$ cat src/rtl/muntjac_bram_arbiter_if.sv
// Bundle of requester-side and BRAM-side signals for muntjac_bram_arbiter.
//
// Requester side : req_i / req_we_i / req_addr_i / req_wmask_i / req_wdata_i
//                  (packed, requester i in slice i), gnt_o, rsp_valid_o,
//                  rsp_rdata_o.
// BRAM side      : bram_en_o / bram_we_o / bram_addr_o / bram_wmask_o /
//                  bram_wdata_o, bram_rdata_i.
//
// Modports:
//   slave  - the arbiter's view (consumes requests and read data).
//   master - the environment's view (requesters plus the BRAM itself).
interface muntjac_bram_arbiter_if #(
   parameter int NumReq    = 2,
   parameter int AddrWidth = 53,
   parameter int DataWidth = 64
);
   localparam int MaskWidth = DataWidth / 8;

   logic [NumReq-1:0]           req_i;
   logic [NumReq-1:0]           req_we_i;
   logic [NumReq*AddrWidth-1:0] req_addr_i;
   logic [NumReq*MaskWidth-1:0] req_wmask_i;
   logic [NumReq*DataWidth-1:0] req_wdata_i;
   logic [NumReq-1:0]           gnt_o;
   logic [NumReq-1:0]           rsp_valid_o;
   logic [DataWidth-1:0]        rsp_rdata_o;
   logic                        bram_en_o;
   logic                        bram_we_o;
   logic [AddrWidth-1:0]        bram_addr_o;
   logic [MaskWidth-1:0]        bram_wmask_o;
   logic [DataWidth-1:0]        bram_wdata_o;
   logic [DataWidth-1:0]        bram_rdata_i;

   modport slave (
      input  req_i, req_we_i, req_addr_i, req_wmask_i, req_wdata_i, bram_rdata_i,
      output gnt_o, rsp_valid_o, rsp_rdata_o,
      output bram_en_o, bram_we_o, bram_addr_o, bram_wmask_o, bram_wdata_o
   );

   modport master (
      output req_i, req_we_i, req_addr_i, req_wmask_i, req_wdata_i, bram_rdata_i,
      input  gnt_o, rsp_valid_o, rsp_rdata_o,
      input  bram_en_o, bram_we_o, bram_addr_o, bram_wmask_o, bram_wdata_o
   );
endinterface

$ cat src/rtl/muntjac_bram_arbiter.sv
// Round-robin sharing of one fixed-latency BRAM port among NumReq requesters.
//
// Ports:
//   clk_i  - clock, rising edge
//   rst_i  - synchronous active-high reset
//   bus    - muntjac_bram_arbiter_if.slave: requests in, one-hot grant out
//            (same cycle), one-hot response strobe out ReadLatency cycles
//            after the grant, BRAM port out, BRAM read data in (passed
//            straight through as rsp_rdata_o).
//
// Every issued access (read or write) is tagged with the winner's index and
// carried down a ReadLatency-deep pipeline so the response strobe reaches the
// requester that issued it. The pipeline never stalls.
module muntjac_bram_arbiter #(
   parameter int NumReq      = 2,
   parameter int AddrWidth   = 53,
   parameter int DataWidth   = 64,
   parameter int ReadLatency = 1
) (
   input logic                   clk_i,
   input logic                   rst_i,
   muntjac_bram_arbiter_if.slave bus
);
   localparam int MaskWidth = DataWidth / 8;
   localparam int IdWidth   = (NumReq > 1) ? $clog2(NumReq) : 1;

   // Per-requester views of the packed payload buses.
   logic [AddrWidth-1:0] req_addr  [NumReq];
   logic [MaskWidth-1:0] req_wmask [NumReq];
   logic [DataWidth-1:0] req_wdata [NumReq];

   for (genvar gi = 0; gi < NumReq; gi++) begin : g_unpack
      assign req_addr[gi]  = bus.req_addr_i[gi*AddrWidth +: AddrWidth];
      assign req_wmask[gi] = bus.req_wmask_i[gi*MaskWidth +: MaskWidth];
      assign req_wdata[gi] = bus.req_wdata_i[gi*DataWidth +: DataWidth];
   end

   logic [IdWidth-1:0] rr_ptr_reg;
   logic [IdWidth-1:0] rr_ptr_next;
   logic [IdWidth-1:0] scan_idx;
   logic [IdWidth-1:0] winner;
   logic               any_req;
   logic               grant_valid;

   logic [ReadLatency-1:0]              pipe_valid_reg;
   logic [ReadLatency-1:0][IdWidth-1:0] pipe_id_reg;

   // Scan starting at rr_ptr; the first requester found wins.
   always_comb begin
      any_req  = 1'b0;
      winner   = '0;
      scan_idx = '0;
      for (int k = 0; k < NumReq; k++) begin
         scan_idx = IdWidth'((int'(rr_ptr_reg) + k) % NumReq);
         if (!any_req && bus.req_i[scan_idx]) begin
            any_req = 1'b1;
            winner  = scan_idx;
         end
      end
   end

   // Nothing is granted while reset is held, so no access is issued or tracked.
   assign grant_valid = any_req & ~rst_i;

   always_comb begin
      bus.gnt_o        = '0;
      bus.bram_en_o    = 1'b0;
      bus.bram_we_o    = 1'b0;
      bus.bram_addr_o  = '0;
      bus.bram_wmask_o = '0;
      bus.bram_wdata_o = '0;
      if (grant_valid) begin
         bus.gnt_o        = NumReq'(1) << winner;
         bus.bram_en_o    = 1'b1;
         bus.bram_we_o    = bus.req_we_i[winner];
         bus.bram_addr_o  = req_addr[winner];
         bus.bram_wmask_o = req_wmask[winner];
         bus.bram_wdata_o = req_wdata[winner];
      end
   end

   // After a grant the requester just served drops to lowest priority.
   always_comb begin
      rr_ptr_next = rr_ptr_reg;
      if (grant_valid) begin
         rr_ptr_next = (winner == IdWidth'(NumReq - 1)) ? '0 : winner + 1'b1;
      end
   end

   always_ff @(posedge clk_i) begin
      if (rst_i) begin
         rr_ptr_reg <= '0;
      end else begin
         rr_ptr_reg <= rr_ptr_next;
      end
   end

   // Response tracking: stage 0 captures this cycle's grant, later stages shift.
   always_ff @(posedge clk_i) begin
      if (rst_i) begin
         pipe_valid_reg <= '0;
         pipe_id_reg    <= '0;
      end else begin
         pipe_valid_reg[0] <= grant_valid;
         pipe_id_reg[0]    <= winner;
         for (int k = 1; k < ReadLatency; k++) begin
            pipe_valid_reg[k] <= pipe_valid_reg[k-1];
            pipe_id_reg[k]    <= pipe_id_reg[k-1];
         end
      end
   end

   // In-flight responses are suppressed during the reset cycle as well.
   assign bus.rsp_valid_o = (pipe_valid_reg[ReadLatency-1] && !rst_i)
                          ? (NumReq'(1) << pipe_id_reg[ReadLatency-1]) : '0;
   assign bus.rsp_rdata_o = bus.bram_rdata_i;

endmodule
$ cat src/flat_wrapper.sv
// flat-port wrapper written by rule: the top's interface ports become plain ports
module muntjac_bram_arbiter_flat 
#(
   parameter int NumReq      = 2,
   parameter int AddrWidth   = 53,
   parameter int DataWidth   = 64,
   parameter int ReadLatency = 1
)
  (clk_i, rst_i, bus_req_i, bus_req_we_i, bus_req_addr_i, bus_req_wmask_i, bus_req_wdata_i, bus_bram_rdata_i, bus_gnt_o, bus_rsp_valid_o, bus_rsp_rdata_o, bus_bram_en_o, bus_bram_we_o, bus_bram_addr_o, bus_bram_wmask_o, bus_bram_wdata_o);
  muntjac_bram_arbiter_if #(.NumReq(NumReq), .AddrWidth(AddrWidth), .DataWidth(DataWidth)) bus_i ();
  input logic clk_i;
  input logic rst_i;
  input wire logic [$bits(bus_i.req_i)-1:0] bus_req_i;
  input wire logic [$bits(bus_i.req_we_i)-1:0] bus_req_we_i;
  input wire logic [$bits(bus_i.req_addr_i)-1:0] bus_req_addr_i;
  input wire logic [$bits(bus_i.req_wmask_i)-1:0] bus_req_wmask_i;
  input wire logic [$bits(bus_i.req_wdata_i)-1:0] bus_req_wdata_i;
  input wire logic [$bits(bus_i.bram_rdata_i)-1:0] bus_bram_rdata_i;
  output wire logic [$bits(bus_i.gnt_o)-1:0] bus_gnt_o;
  output wire logic [$bits(bus_i.rsp_valid_o)-1:0] bus_rsp_valid_o;
  output wire logic [$bits(bus_i.rsp_rdata_o)-1:0] bus_rsp_rdata_o;
  output wire logic [$bits(bus_i.bram_en_o)-1:0] bus_bram_en_o;
  output wire logic [$bits(bus_i.bram_we_o)-1:0] bus_bram_we_o;
  output wire logic [$bits(bus_i.bram_addr_o)-1:0] bus_bram_addr_o;
  output wire logic [$bits(bus_i.bram_wmask_o)-1:0] bus_bram_wmask_o;
  output wire logic [$bits(bus_i.bram_wdata_o)-1:0] bus_bram_wdata_o;
  assign bus_i.req_i = bus_req_i;
  assign bus_i.req_we_i = bus_req_we_i;
  assign bus_i.req_addr_i = bus_req_addr_i;
  assign bus_i.req_wmask_i = bus_req_wmask_i;
  assign bus_i.req_wdata_i = bus_req_wdata_i;
  assign bus_i.bram_rdata_i = bus_bram_rdata_i;
  assign bus_gnt_o = bus_i.gnt_o;
  assign bus_rsp_valid_o = bus_i.rsp_valid_o;
  assign bus_rsp_rdata_o = bus_i.rsp_rdata_o;
  assign bus_bram_en_o = bus_i.bram_en_o;
  assign bus_bram_we_o = bus_i.bram_we_o;
  assign bus_bram_addr_o = bus_i.bram_addr_o;
  assign bus_bram_wmask_o = bus_i.bram_wmask_o;
  assign bus_bram_wdata_o = bus_i.bram_wdata_o;
  muntjac_bram_arbiter #(.NumReq(NumReq), .AddrWidth(AddrWidth), .DataWidth(DataWidth), .ReadLatency(ReadLatency)) u_core (.clk_i(clk_i), .rst_i(rst_i), .bus(bus_i));
endmodule
$ cat config.mk
export PLATFORM = sky130hd
export DESIGN_NAME = muntjac_bram_arbiter_flat
export DESIGN_NICKNAME = d
export VERILOG_FILES = /design/src/rtl/muntjac_bram_arbiter_if.sv /design/src/rtl/muntjac_bram_arbiter.sv /design/src/flat_wrapper.sv
export SDC_FILE = /design/constraint.sdc
export NUM_CORES = 1
export LEC_CHECK = 0
export ABC_AREA = 1
export CORE_AREA = 4 4 197 199
export DETAILED_ROUTE_END_ITERATION = 7
export DIE_AREA = 0 0 201 203
export HOLD_SLACK_MARGIN = 0.05
export PLACE_DENSITY = 0.48
export SETUP_SLACK_MARGIN = 0.05
export SYNTH_ARGS = -nofsm -noshare
export SYNTH_HDL_FRONTEND = slang
export SYNTH_SLANG_ARGS = --single-unit
$ cat constraint.sdc
create_clock -name clk_i -period 2.3 [get_ports clk_i]
set_input_delay 0.46 -clock clk_i [delete_from_list [all_inputs] [get_ports clk_i]]
set_output_delay 0.46 -clock clk_i [all_outputs]
set_load 0.05 [all_outputs]
==> key figures, run 1 <==
CTS
  – Cts bufs inserted: 3
  – Bufs on Longest Clock Path: 2
  – Skew-Pair Late Insertion Delay: 0.22 ns
  – Clock sink count: 3
  – Root Buffer: clkbuf_16
  – CTS tree: yes
  – Clock slew at reported path FFs: 0.03 ns
  – Post-CTS Hold Buffers: 0
  – H-tree Lvls: 1

Synthesis
  – Synthesized instance count: 531
  – XOR/XNOR Fraction of Synth Area: 0%
  – Top-area cell type share of the netlist area: 27.1%
  – Yosys warns: 0
  – Post-synthesis adder-cell area fraction: 0%
  – Commonest cells post-synth: nand2_1 (129), nand3_1 (126), nand4_1 (126)
  – Flops & latches, synth: 3
  – Synth Area in Compound Gates: 0.344%
  – Synth Area per Inst: 5.48 um2
  – Cell area after synthesis: 0.00291 mm2
  – Sequential share of the synthesized area: 2.06%
  – Synth cell types: 15
  – Most frequent cell after synthesis: nand2_1
  – Largest family of logic cells by synthesized area: simple AND/OR/NAND/NOR gates
  – Syn Nets: 851
  – Post-synth EDFFs: 0
  – Top FF cell, synth: dfxtp_1
  – Post-synth top area cell: nand4_1
  – Post-synth ARST share: 0%
  – Mux contribution to synthesized area: 0%
  – Post-Synth Simple-Gate Area: 66.6%
  – Top post-synthesis cells by area: nand4_1 (27%), buf_4 (23%), nand3_1 (22%)

Power and ir drop
  – Sw frac: 45.0%
  – Clock group share of total power: 10.0%
  – PwrDens: 320 mW/mm2
  – Comb power frac: 88.0%
  – Switch Pwr: 0.00125 W
  – VDD IR max: 0.151 mV
  – Design internal power: 0.00153 W
  – LEAKAGE: 3.68 nW
  – Sequential Power Share: 2.1%

Timing
  – Setup tns final: 0 ns
  – Fin crit share: 91.9%
  – Slew Viols, Final: 0
  – Fmax: 473 MHz
  – WHS: 0.521 ns
  – Final clock skew: 0.00213 ns
  – Fin worst setup slack: 0.186 ns
  – RSZ-0062 raised after global routing: no
  – Least-Margin Pin Slew: 0.341 ns
  – Final Critical Period: 2.11 ns
  – Max-Slew Margin vs Limit: 77.3%
  – Setup violators final: 0
  – Hold Vio Cnt, Final: 0

Critical path
  – CP startpoint kind: primary input
  – Critical path required time: 1.84 ns
  – Crit path top cell by count: buf_12
  – CP delay by family, top: buffers and inverters
  – Setup crit end kind: primary output
  – Worst Path Buf+Inv: 5
  – Critical-path maximum fanout: 13
  – Critical path class: primary input to primary output
  – Worst path slowest cell: nor2_2
  – Crit path DAT: 1.65 ns
  – Max stage delay on crit path: 0.18 ns
  – Crit-path cells: buf_4 > nor2_2 > nor2_4 > buf_12 > buf_12 > clkbuf_16 > nand3_1 > nand2_1 > buf_12

Route
  – Residual DRC: 0
  – DR pass1 iterations: 5
  – Vias per cell: 3.90
  – Wire length per cell: 16.1 um
  – DRT iter0 DRCs: 210
  – Vias: 5163
  – Post-detailed-routing wire length: 21300 um
  – Number of nets still failing antenna checks after routing: 0

Floorplan
  – Core area: 0.0372 mm2
  – I/O pin count: 515
  – Die height: 203 um
  – Initial core utilization: 7.82%
  – Placement Rows: 71
  – Die width: 201 um
  – Die area: 0.0408 mm2

Run status
  – Status: finished clean

GRT
  – First-pass GRT wire length: 30700 um
  – Largest net degree at the start of global routing: 64
  – Initial antenna violation count: 1
  – All-Layer GR Usage: 9.38%
  – Number of global-route vias before repair: 5098
  – Remaining Overflow, GRT: 0

Layout
  – Antenna Cells: 0
  – Final #Nets: 1170
  – Synth-to-layout area growth: 198%
  – Layout cells sized above 1: 24.6%

Min path
  – Hold Crit Class: primary input to register

Flow run
  – Max Cap Violations: 0

Place
  – Place WS: -0.207 ns
  – Gpl congestion: 0.801
  – PortBufs: 386
  – HPWL after DPL: 17000 um
stage by stage:
| stage | instances | area [um2] | util, % | power [W] |
|---|---|---|---|---|
| 2_1_floorplan | 531 | 2910 | - | 0.00134 |
| 3_3_place_gp | 1314 | 8470 | 22.8 | 0.00249 |
| 3_5_place_dp | 1314 | 8470 | 22.8 | 0.00248 |
| 4_1_cts | 1322 | 8650 | 23.2 | 0.00280 |
| 5_1_grt | 1323 | 8680 | 23.3 | 0.00290 |
| 6_report | 1323 | 8680 | 23.3 | 0.00278 |
routing by layer:
metal  global-route usage [%]  routed length [um]  vias to the layer above
met4                     2.51                 533                        0
met2                     16.7               10500                      334
li1                         -                   -                     2484
met5                        0                   0                        -
met1                     10.9                8140                     2307
met3                     2.95                2130                       38
layout by cell type (no fill, tap or decap), types with 2 or more instances in the layout:
cell type,instances
buf_12,150
buf_4,40
bufbuf_16,2
clkbuf_16,4
clkbuf_2,2
clkdlybuf4s50_1,252
dfxtp_1,3
inv_1,2
nand2_1,122
nand2_2,5
nand2_4,2
nand3_1,126
nand4_1,126
nor2_1,5
power groups by stage:
stage / clock, W / sequential, W / combinational (W)
4_1_cts: 0.000281 / 0.0000571 / 0.00246
5_1_grt: 0.000287 / 0.0000574 / 0.00256
3_3_place_gp: 0 / 0.0000576 / 0.00243
2_1_floorplan: 0 / 0.0000574 / 0.00128
3_5_place_dp: 0 / 0.0000577 / 0.00242
6_report: 0.000277 / 0.0000572 / 0.00245
cell type report:
cell class / instances / area, um2
clock buffer: 4 / 78.8
inverter: 3 / 13.8
timing repair buffer: 448 / 5950
fill: 4073 / 28500
multi-input combinational: 391 / 1980
tap: 474 / 593
sequential: 3 / 60.1
final timing paths:
check	cells past startpoint	slack [ns]	end	startpoint
setup / recovery	9	0.19	bus_bram_wdata_o[8]	bus_req_i[1]
hold / removal	2	0.52	u_core.rr_ptr_reg$_SDFFE_PP0P_	bus_req_i[1]
setup reg to reg	5	1.20	u_core.rr_ptr_reg$_SDFFE_PP0P_	u_core.rr_ptr_reg$_SDFFE_PP0P_
hold reg to reg	2	0.56	u_core.rr_ptr_reg$_SDFFE_PP0P_	u_core.rr_ptr_reg$_SDFFE_PP0P_
kinds of logic (layout without fill, tap and decap cells):
logic type / after synthesis / in the layout
and+or+nand+nor: 389 / 389
buffers and inverters: 137 / 455
DFF: 3 / 3
AOI/OAI and AO/OA: 2 / 2
what timing repair did:
action,4_1_cts,5_1_grt
setup endpoints to repair,130,63
pin swaps,1,1
buffers inserted,2,0
gates resized for setup,4,9
gates cloned,2,1
Power figures use the tool's default switching activity.
==> run 2, diff against run 1 <==
==> constraint.sdc (replaced) <==
create_clock -name clk_i -period 2.3 [get_ports clk_i]
set_input_delay 0.345 -clock clk_i [delete_from_list [all_inputs] [get_ports clk_i]]
set_output_delay 0.345 -clock clk_i [all_outputs]
set_load 0.05 [all_outputs]
==> run 2 against run 1 <==
- first-iteration DRC count is 6.2% lower
- worst hold slack got worse by 0.039 ns
- final cell count decreased by 1.4%
- sequential power barely moved
- non-clock buffer count shrank 19
- setup slack lost 0.016 ns
- wire length down 0.92%
- clock power grew 3%
- critical path type unchanged
- critical endpoint is now bus_bram_wdata_o[16]
- largest cell class unchanged
- largest power group unchanged
- highest routed layer unchanged
==> key figures, run 2 (same netlist as run 1, synthesis figures left out) <==
CTS
  – Root Buffer: clkbuf_16
  – H-tree Lvls: 1 (unchanged)
  – Skew-Pair Late Insertion Delay: 0.23 ns (about the same)
  – Clock slew at reported path FFs: 0.03 ns (about the same)
  – CTS tree: yes
  – Clock sink count: 3 (unchanged)
  – Cts bufs inserted: 3 (unchanged)
  – Bufs on Longest Clock Path: 2 (unchanged)

Place
  – DP Area: 0.00829 mm2 (-2.1%)
  – PortBufs: 386 (unchanged)
  – HPWL after DPL: 16800 um (-1.1%)
  – Place WS: 0.00159 ns (+0.209 ns)
  – Gpl congestion: 0.788 (-1.6%)

Layout
  – # fillers: 4085 (+0.29%)
  – Final #Nets: 1151 (-1.6%)
  – Layout cells sized above 1: 22.2% (-2.4 points)
  – Leading cell type in the layout, fill and taps excluded: clkdlybuf4s50_1
  – Antenna Cells: 0 (unchanged)
  – Most frequent cells in the layout: clkdlybuf4s50_1 (252), buf_12 (147), nand2_1 (126), nand3_1 (126), nand4_1 (126)
  – Synth-to-layout area growth: 191%
  – Post-Layout Inst Area: 0.00846 mm2 (-2.5%)

Route
  – Post-detailed-routing wire length: 21100 um (-0.92%)
  – Wire length per cell: 16.2 um (+0.53%)
  – DR pass1 iterations: 4 (-1)
  – Vias: 5087 (-1.5%)
  – DRT iter0 DRCs: 197 (-6.2%)
  – Residual DRC: 0 (unchanged)
  – Vias per cell: 3.90 (about the same)
  – Number of nets still failing antenna checks after routing: 0 (unchanged)

Floorplan
  – Die area: 0.0408 mm2 (unchanged)
  – Initial core utilization: 7.82% (unchanged)
  – I/O pin count: 515 (unchanged)
  – Die height: 203 um (unchanged)
  – Placement Rows: 71 (unchanged)
  – Core area: 0.0372 mm2 (unchanged)
  – Die width: 201 um (unchanged)

Min path
  – Hold Crit Class: primary input to register
  – Hold Path Origin: bus_req_i[1]
  – Hold Path Sink: u_core.pipe_valid_reg$_SDFF_PP0_
  – Hold Path Stages: 3 (+1)

Power and ir drop
  – Sw frac: 45.6% (+0.62 points)
  – LEAKAGE: 3.57 nW (-3.1%)
  – Clock group share of total power: 10.4% (+0.4 points)
  – PwrDens: 324 mW/mm2 (+1.1%)
  – Design internal power: 0.00149 W (-2.6%)
  – Sequential Power Share: 2.1% (about the same)
  – Comb power frac: 87.6% (-0.4 points)
  – Switch Pwr: 0.00125 W (-0.11%)
  – VDD IR max: 0.145 mV (-4.2%)
  – Tot Pwr: 0.00274 W (-1.5%)

GRT
  – Largest net degree at the start of global routing: 65 (+1.6%)
  – Remaining Overflow, GRT: 0 (unchanged)
  – Initial antenna violation count: 0 (-1)
  – Number of global-route vias before repair: 5110 (+0.24%)
  – All-Layer GR Usage: 9.39% (+0.014 points)
  – First-pass GRT wire length: 30900 um (+0.65%)

Timing
  – Fmax: 469 MHz (-0.76%)
  – RSZ-0062 raised after global routing: no
  – Least-Margin Pin Slew: 0.375 ns (+0.0340 ns)
  – Slew Viols, Final: 0 (unchanged)
  – Final Critical Period: 2.13 ns (+0.0161 ns)
  – Setup tns final: 0 ns (unchanged)
  – Setup violators final: 0 (unchanged)
  – Fin crit share: 92.6% (+0.70 points)
  – Final clock skew: 0.00390 ns (+0.00177 ns)
  – Fin worst setup slack: 0.170 ns (-0.0161 ns)
  – Hold Vio Cnt, Final: 0 (unchanged)
  – Max-Slew Margin vs Limit: 75.0% (-2.3 points)

Critical path
  – Critical path class: primary input to primary output
  – Critical path required time: 1.96 ns (+0.12 ns)
  – Worst path slowest cell: bufbuf_16
  – Worst Path Buf+Inv: 5 (unchanged)
  – Setup crit end kind: primary output
  – Crit path DAT: 1.79 ns (+0.14 ns)
  – Max stage delay on crit path: 0.30 ns (+0.12 ns)
  – CP startpoint kind: primary input
  – CP delay by family, top: buffers and inverters
  – RR Startpoint: u_core.rr_ptr_reg$_SDFFE_PP0P_
  – Reg2reg path depth: 5 (unchanged)
  – R2r setup slk: 1.20 ns (about the same)
  – Crit path top cell by count: buf_12
  – Worst R2R End: u_core.rr_ptr_reg$_SDFFE_PP0P_
  – Critical-path maximum fanout: 17 (+4)
  – Crit-path cells: dlygate4sd2_1 > nor2_2 > nor2_4 > buf_4 > buf_12 > bufbuf_16 > nand3_1 > nand2_1 > buf_12

Flow run
  – Max Cap Violations: 0 (unchanged)

Run status
  – Status: finished clean
run 2: how the worst max path moves through the flow:
stage | cells after the start | slack, ns | to | from
2_1_floorplan | 5 | 0.50 | bus_gnt_o[1] | bus_req_i[0]
3_3_place_gp | 8 | 0.03 | bus_bram_wmask_o[4] | bus_req_i[0]
3_5_place_dp | 7 | 0.002 | bus_bram_wdata_o[8] | rst_i
4_1_cts | 9 | 0.12 | bus_bram_wdata_o[16] | bus_req_i[0]
5_1_grt | 9 | 0.07 | bus_bram_wdata_o[4] | bus_req_i[0]
6_report | 9 | 0.17 | bus_bram_wdata_o[16] | bus_req_i[0]
run 2: repair_timing:
action | 4_1_cts | 5_1_grt
setup endpoints to repair | 38 | 11
pin swaps | 1 | 0
gates cloned | 2 | 0
setup buffers | 3 | 0
hold buffers | 0 | 0
resized for setup | 3 | 1
run 2: worst min-delay path: cells and delay by family:
family / cells / cell delay [ns]
and+or+nand+nor: 2 / 0.18
buffers and inverters: 1 / 0.15
run 2: stage by stage:
step | utilization, % | hold slack [ns] | std cells
2_1_floorplan | - | 0.417 | 531
3_3_place_gp | 22.3 | 0.530 | 1295
3_5_place_dp | 22.3 | 0.537 | 1295
4_1_cts | 22.7 | 0.530 | 1304
5_1_grt | 22.7 | 0.501 | 1304
6_report | 22.7 | 0.482 | 1304
run 2: final cells by class:
| cell class | count | area (um2) | share of cell area, % |
|---|---|---|---|
| multi-input cells | 391 | 1970 | 23.3 |
| flip-flops and latches | 3 | 60.1 | 0.710 |
| repair buffers | 429 | 5740 | 67.9 |
| clock buffers | 4 | 78.8 | 0.932 |
| well taps | 474 | 593 | 7.01 |
| inverters | 3 | 13.8 | 0.163 |
run 2: routing by layer:
metal	vias up	part of all wire, %	global-route usage, %
met3	42	9.3	2.76
met1	2277	38	10.9
li1	2444	-	-
met5	-	0	0
met2	324	49	16.7
met4	0	3.0	2.93
run 2: power by group through the flow:
stage / Sequential [W] / Combinational [W] / Clock (W)
after floorplan: 0.0000574 / 0.00128 / 0
after global placement: 0.0000575 / 0.00239 / 0
after detailed placement: 0.0000578 / 0.00238 / 0
after CTS: 0.0000570 / 0.00242 / 0.000291
after global routing: 0.0000574 / 0.00250 / 0.000293
final: 0.0000569 / 0.00240 / 0.000284
